[config.mk]
export PLATFORM = sky130hd
export DESIGN_NAME = vc_input_buffer_credit
export DESIGN_NICKNAME = d
export VERILOG_FILES = /design/src/rtl/vc_input_buffer_credit.sv
export SDC_FILE = /design/constraint.sdc
export NUM_CORES = 1
export LEC_CHECK = 0
export CAP_MARGIN = 20
export CORE_MARGIN = 2
export CORE_UTILIZATION = 40
export DETAILED_ROUTE_END_ITERATION = 6
export SLEW_MARGIN = 20
export SYNTH_ARGS = -nofsm -noshare
export SYNTH_HDL_FRONTEND = slang
export SYNTH_SLANG_ARGS = --single-unit
[constraint.sdc]
create_clock -name clk -period 2.4 [get_ports clk]
set_clock_uncertainty 0.05 [all_clocks]
set_input_delay 0.48 -clock clk [delete_from_list [all_inputs] [get_ports clk]]
set_output_delay 0.48 -clock clk [all_outputs]
set_load 0.02 [all_outputs]
[src/rtl/vc_input_buffer_credit.sv]
`default_nettype none
// ============================================================================
// Module   : vc_input_buffer_credit
// Purpose  : Router input-port buffer. Incoming flits are steered by VC id
//            into per-VC FIFOs. The head flit of every VC is presented to the
//            switch. One registered credit pulse goes upstream per flit popped.
// Ports    : clk, rst_n        - clock, asynchronous active-low reset
//            flit_in/_valid/_vc- incoming flit, valid strobe, target VC
//            deq               - per-VC pop request
//            flit_out          - head flits, VC i in [i*F+1 : (i+1)*F]
//            vc_valid/vc_isNew - VC non-empty / VC completely empty
//            credit_out        - one-cycle credit pulse per popped flit
//            count             - per-VC occupancy 0..DEPTH
//            err_overflow      - sticky, write to a full VC without a pop
//            err_badvc         - sticky, valid flit with out-of-range VC id
// Revision : 1.0 - initial release
// ============================================================================
module vc_input_buffer_credit #(
    parameter int FLIT_SIZE = 32,
    parameter int VC_NUM    = 4,
    parameter int VC_ID_W   = 3,
    parameter int DEPTH     = 4,
    parameter int PTR_W     = 2
) (
    input  logic                           clk,
    input  logic                           rst_n,
    input  logic [1:FLIT_SIZE]             flit_in,
    input  logic                           flit_valid,
    input  logic [VC_ID_W-1:0]             flit_vc,
    input  logic [0:VC_NUM-1]              deq,
    output logic [1:FLIT_SIZE*VC_NUM]      flit_out,
    output logic [0:VC_NUM-1]              vc_valid,
    output logic [0:VC_NUM-1]              vc_isNew,
    output logic [0:VC_NUM-1]              credit_out,
    output logic [(PTR_W+1)*VC_NUM-1:0]    count,
    output logic                           err_overflow,
    output logic                           err_badvc
);

    localparam int             c_CW   = PTR_W + 1;
    localparam logic [c_CW-1:0] c_FULL = c_CW'(DEPTH);

    logic              w_badvc;
    logic [VC_NUM-1:0] w_ovf;
    logic              r_err_overflow;
    logic              r_err_badvc;

    assign w_badvc = flit_valid && (32'(flit_vc) >= VC_NUM);

    generate
        for (genvar v = 0; v < VC_NUM; v++) begin : g_vc
            logic [1:FLIT_SIZE] r_mem [DEPTH];
            logic [PTR_W-1:0]   r_wr_ptr;
            logic [PTR_W-1:0]   r_rd_ptr;
            logic [c_CW-1:0]    r_count;
            logic               r_credit;
            logic               w_sel;
            logic               w_pop;
            logic               w_wr;

            assign w_sel = flit_valid && (32'(flit_vc) == v);
            assign w_pop = deq[v] && (r_count != '0);
            // A same-cycle pop frees the slot, so a full VC still accepts.
            assign w_wr  = w_sel && ((r_count != c_FULL) || w_pop);
            // At full the VC is non-empty, so deq alone implies a pop.
            assign w_ovf[v] = w_sel && (r_count == c_FULL) && !deq[v];

            // Storage is intentionally left out of reset.
            always_ff @(posedge clk) begin
                if (w_wr) begin
                    r_mem[r_wr_ptr] <= flit_in;
                end
            end

            always_ff @(posedge clk or negedge rst_n) begin
                if (!rst_n) begin
                    r_wr_ptr <= '0;
                    r_rd_ptr <= '0;
                    r_count  <= '0;
                    r_credit <= 1'b0;
                end else begin
                    r_credit <= w_pop;
                    // DEPTH is a power of two, so pointers wrap naturally.
                    if (w_wr) begin
                        r_wr_ptr <= r_wr_ptr + PTR_W'(1);
                    end
                    if (w_pop) begin
                        r_rd_ptr <= r_rd_ptr + PTR_W'(1);
                    end
                    case ({w_wr, w_pop})
                        2'b10:   r_count <= r_count + c_CW'(1);
                        2'b01:   r_count <= r_count - c_CW'(1);
                        default: r_count <= r_count;
                    endcase
                end
            end

            assign flit_out[v*FLIT_SIZE+1 +: FLIT_SIZE] = r_mem[r_rd_ptr];
            assign count[v*c_CW +: c_CW]                = r_count;
            assign vc_valid[v]                          = (r_count != '0);
            assign vc_isNew[v]                          = (r_count == '0);
            assign credit_out[v]                        = r_credit;
        end
    endgenerate

    always_ff @(posedge clk or negedge rst_n) begin
        if (!rst_n) begin
            r_err_overflow <= 1'b0;
            r_err_badvc    <= 1'b0;
        end else begin
            r_err_overflow <= r_err_overflow | (|w_ovf);
            r_err_badvc    <= r_err_badvc | w_badvc;
        end
    end

    assign err_overflow = r_err_overflow;
    assign err_badvc    = r_err_badvc;

endmodule
`default_nettype wire
# Word level (Yosys, flattened, before mapping)

Memory sizes are Yosys's and may differ from the RTL's.
Cells that the tools add are included.
Widths: inputs -> output; s select.

Bits in registers: 34
Latch bits: 0
Bits in writable memories: 512
Bits in read-only memories: 0
Input port bits: 42
Output and inout bits: 154
Logic and storage cells: 115
Memories kept: 4

Add/subtract/negate cells: 16
Multiply operators: 0
Div/mod/pow operators: 0
Order comparisons: 1
Equal/unequal tests: 19
Shift operators: 0
Muxes and demuxes: 12
Bitwise logic cells: 2
Reductions and logical operators: 43

Memory list:

| memory        | words | bits a word | read ports | clocked after memory_dff | wr ports | RTL line | text |
|---|---|---|---|---|---|---|---|
| g_vc[0].r_mem | 4     | 32          | 1          | 0                        | 1        | 52       | `logic [1:FLIT_SIZE] r_mem [DEPTH];` |
| g_vc[1].r_mem | 4     | 32          | 1          | 0                        | 1        | 52       |  |
| g_vc[2].r_mem | 4     | 32          | 1          | 0                        | 1        | 52       |  |
| g_vc[3].r_mem | 4     | 32          | 1          | 0                        | 1        | 52       |  |

Operators by type and width:

| cell                | number |
|---|---|
| $pmux 3 s2          | 4 |
| $logic_and 1x1->1   | 21 |
| $add 2x1->2 const B | 8 |
| $logic_not 3->1     | 5 |
| $add 3x1->3 const B | 4 |
| $eq 3x3->1 const B  | 4 |
| $ne 3x3->1 const B  | 4 |
| $reduce_bool 3->1   | 4 |
| $sub 3x1->3 const B | 4 |
| $eq 2x1->1 const B  | 4 |
| $eq 2x2->1 const B  | 4 |
| $mux 1              | 8 |
| $reduce_bool 2->1   | 4 |
| $eq 3x2->1 const B  | 2 |
| $logic_not 1->1     | 4 |
| $logic_or 1x1->1    | 4 |
| $reduce_or 4->1     | 1 |
| $eq 3x1->1 const B  | 1 |
| $ge 3x3->1 const B  | 1 |
| $or 1x1->1          | 2 |

# Longest topological paths before layout

Word-level depth: 6
Gate-level depth with buffers: 10
Gate-level depth less buffers: 9

# Least setup slack after synthesis

Ideal clock, no wire load.

Path kind: input to register
Start: input port flit_vc[1]
End: memory g_vc[0].r_mem[0][0] (netlist bit), enable pin
Setup time: 0.392 ns
Data arrival time: 2.207 ns
Data required time: 1.958 ns
Path slack: -0.249 ns
Stages: 3
Path buffers: 0
Path through: or4b_1 > nor2_1 > and2_1

Longest elaborated chain between the ends: 5

RTL lines:

| item                         | RTL line | text |
|---|---|---|
| start: declaration           | 29       | `input logic [VC_ID_W-1:0] flit_vc,` |
| $logic_not 3->1              | 61       | `assign w_sel = flit_valid && (32'(flit_vc) == v);` |
| $logic_and 1x1->1            | 61       |  |
| $logic_and 1x1->1            | 64       | `assign w_wr = w_sel && ((r_count != c_FULL) \|\| w_pop);` |
| $mux 1                       | 70       | `if (w_wr) begin` |
| $mux 1 (not written as such) | 71       | `r_mem[r_wr_ptr] <= flit_in;` |
| end: declaration             | 52       |  |

No other way between the ends.

# Worst setup path after layout

Start: register g_vc[1].r_rd_ptr[0]
End: output port flit_out[44] (netlist bit)

Longest elaborated chain between the ends: 1

RTL lines:

| item                     | RTL line | text |
|---|---|---|
| start: declaration       | 54       | `logic [PTR_W-1:0] r_rd_ptr;` |
| start signal: assignment | 88       | `r_rd_ptr <= r_rd_ptr + PTR_W'(1);` |
| $mem_v2 4x32             | -        |  |
| end: declaration         | 31       | `output logic [1:FLIT_SIZE*VC_NUM] flit_out,` |

No other way between the ends.

==> flow_summary.toml <==
[sta]
max_freq_ghz = 0.376
setup_slack_ns = -0.261
final_max_slew_viol_count = 0
setup_viol = 128
rsz0062_at_grt = "yes"
min_period_ns = 2.66
slew_headroom_pct = 48.0
min_period_over_period_pct = 111
hold_viol = 0
worstMarginPinSlew_ns = 0.777
holdWs_ns = 0.404

[clocking]
htreeDepth = 2
cts.sinks = 546
cts_buffers = 56
clk_latency_ns = 0.61
cts_tree = "yes"
cts_max_path_buffers = 3
path_clk_slew_ns = 0.06
cts-root-buf = "clkbuf_16"

[pwr]
switchingPower_w = 0.00982
internal_power_w = 0.0221
combPwrFrac_pct = 37.8
ir_worst_vdd_uv = 642
power_density_nw_per_um2 = 1190
pwr-share-seq_pct = 35.6
p_clk_share_pct = 26.6
power.leakage_nw = 9.22
p_total_w = 0.0319
switching_share_pct = 30.8

[global_route]
grt_overflow = 0
antenna_found_initial = 0
grt_pass1_vias = 10200
grt_max_degree = 29
grt_pass1_wl_um = 69100
grtUsageTotal_pct = 18.1

[place]
io_buffers = 195
hpwl_um = 30000
gp_routability_congestion = 0.726
dp_cells = 1768

[final_layout]
antennaDiodeCount = 0
nets = 1275
layout_common_cells = "edfxtp_1 (512), buf_6 (133), mux4_2 (128), clkbuf_16 (58), clkdlybuf4s50_1 (58)"
multi_input_area_um2 = 3890
fillers = 3905
instances_no_fill = 1931
layout-drive-gt1-share_pct = 41.0
area_growth_pct = 31.2
final_common_cell = "edfxtp_1"
final-seq-area_um2 = 16200

[floorplan]
row_count = 82
io-pin-count = 196
die_area_um2 = 52800
die_h_um = 230
core-area_um2 = 50300
dieWidth_um = 230
start_util_pct = 40.6

[flow_run]
cap_violations = 0

[yosys]
synth_seq_area_share_pct = 79.5
ys_warn_count = 0
synth_edf_count = 512
synth_area_leaders = "edfxtp_1 (75%), mux4_2 (14%), dfrtp_1 (4.2%), ha_1 (1.0%), xnor2_1 (0.60%)"
synth_top_area_share_pct = 75.4
synth_area_per_cell_um2 = 23.8
ys.flop_type = "edfxtp_1"
syn_nets = 921
syn_area_um2 = 20400
ys_ff_latch = 546
async_flop_share_pct = 6.23
synthCells = 858
synth.distinct_cells = 42
synth_top_area_cell = "edfxtp_1"

[detailed_routing]
drtIter0Drc = 877
dr.pass1.iters = 4
wire_per_inst_um = 24.9
routed_wl_um = 48100
drc_errors = 0
vias = 9873
postRouteAntennaNets = 0
viasPerCell = 5.11

[run_status]
violations = "setup timing"
status = "finished with violations"

[hold_path]
hold_class = "input port to asynchronous set/reset pin"

[worst_setup_path]
reg2reg_depth = 9
endpoint_kind = "primary output"
arrival_ns = 2.13
criticalPathCategory = "flop to primary output"
cp_max_fo = 8
required_ns = 1.87
cp-start-kind = "flop"
-- logic make-up (layout without fill, tap and decap cells) --
family,count (synthesis),after routing,share of synthesized area (%)
buffers and inverters,66,467,1.51
AND/OR/NAND/NOR,55,55,1.73
multiplexers,133,133,14.4
adder cells (fa/ha/maj),21,21,1.43
XOR/XNOR,20,20,0.859
flip-flops,546,546,79.5
AO/OA/AOI/OAI,17,17,0.540
-- cells in the mapped netlist, types with 2 or more instances --
cell	instances
nor3_1	2
clkbuf_1	23
nand2_1	12
a21oi_1	4
nor4b_1	2
or4b_1	2
nor4_1	2
and2_2	4
nor2_1	3
o31a_1	2
xor2_1	6
o21ai_0	5
dfrtp_1	34
buf_2	12
and2_1	14
and3_1	2
ha_1	17
edfxtp_1	512
fa_1	4
xnor2_1	14
or3_1	4
buf_6	2
mux4_2	128
buf_4	4
inv_1	24
mux2i_1	4
-- timing repair --
item,in CTS,in global routing
buffers inserted,27,35
resized for setup,629,172
endpoints found under the setup margin,136,133
pin swaps,0,0
cloned,3,2
endpoints found under the hold margin,25,0
hold buffers,1,0
-- critical path: stages, from the launching register on --
cell     delay, ns
dfrtp_2       0.39
buf_12        0.15
buf_12        0.15
mux4_2        0.63
buf_6         0.18
-- worst paths after layout --
| check | from | endpoint | slack [ns] |
|---|---|---|---|
| worst min register to register | err_badvc | err_badvc | 0.42 |
| worst min-delay path | rst_n | g_vc[0].r_credit | 0.40 |
| min in group clk | err_badvc | err_badvc | 0.42 |
| max in group asynchronous | rst_n | g_vc[2].r_count[1] | 1.28 |
| worst max register to register | g_vc[1].r_count[1] | g_vc[1].r_count[2] | 0.13 |
| worst max-delay path | g_vc[1].r_rd_ptr[0] | flit_out[44] | -0.26 |
-- layer usage --
| layer | vias up | track usage (%) | routed length, um |
|---|---|---|---|
| met1 | 5254 | 24.7 | 20200 |
| met5 | - | 0 | 0 |
| li1 | 4275 | - | - |
| met2 | 284 | 30.2 | 24600 |
| met3 | 60 | 3.34 | 2450 |
| met4 | 0 | 4.09 | 848 |
-- power groups by stage --
stage	Clock [W]	Sequential [W]	Combinational [W]
after floorplan	0	0.0115	0.00562
after global placement	0	0.0116	0.0106
after detailed placement	0	0.0116	0.0107
after CTS	0.00865	0.0114	0.0113
after global routing	0.00901	0.0114	0.0127
final	0.00847	0.0114	0.0120
-- state kept, by name (all words and copies together) (netlist names) --
name and flops:
g_vc.r_rd_ptr 8, g_vc.r_credit 4, g_vc.r_count 12, err_overflow 1
err_badvc 1, g_vc.r_wr_ptr 8, g_vc.r_mem 512
-- metrics by stage --
stage / cell area [um^2] / worst slack, ns / setup TNS (ns) / util (%)
after global routing: 26800 / -0.298 / -26.23 / 53.3
after CTS: 26300 / -0.317 / -26.41 / 52.3
after global placement: 24200 / -0.375 / -62.58 / 48.2
after floorplan: 20400 / 0.00224 / 0 / -
after detailed placement: 24200 / -0.385 / -71.86 / 48.2
final: 26800 / -0.261 / -18.72 / 53.3
-- cell type report --
cell class,count,share of cell area (%)
Inverter,24,0.336
Clock inverter,40,1.33
Sequential cell,546,60.6
Tap cell,672,3.14
Multi-Input combinational cell,246,14.5
Timing Repair Buffer,338,14.7
Clock buffer,65,5.36
Power figures use the tool's default switching activity.
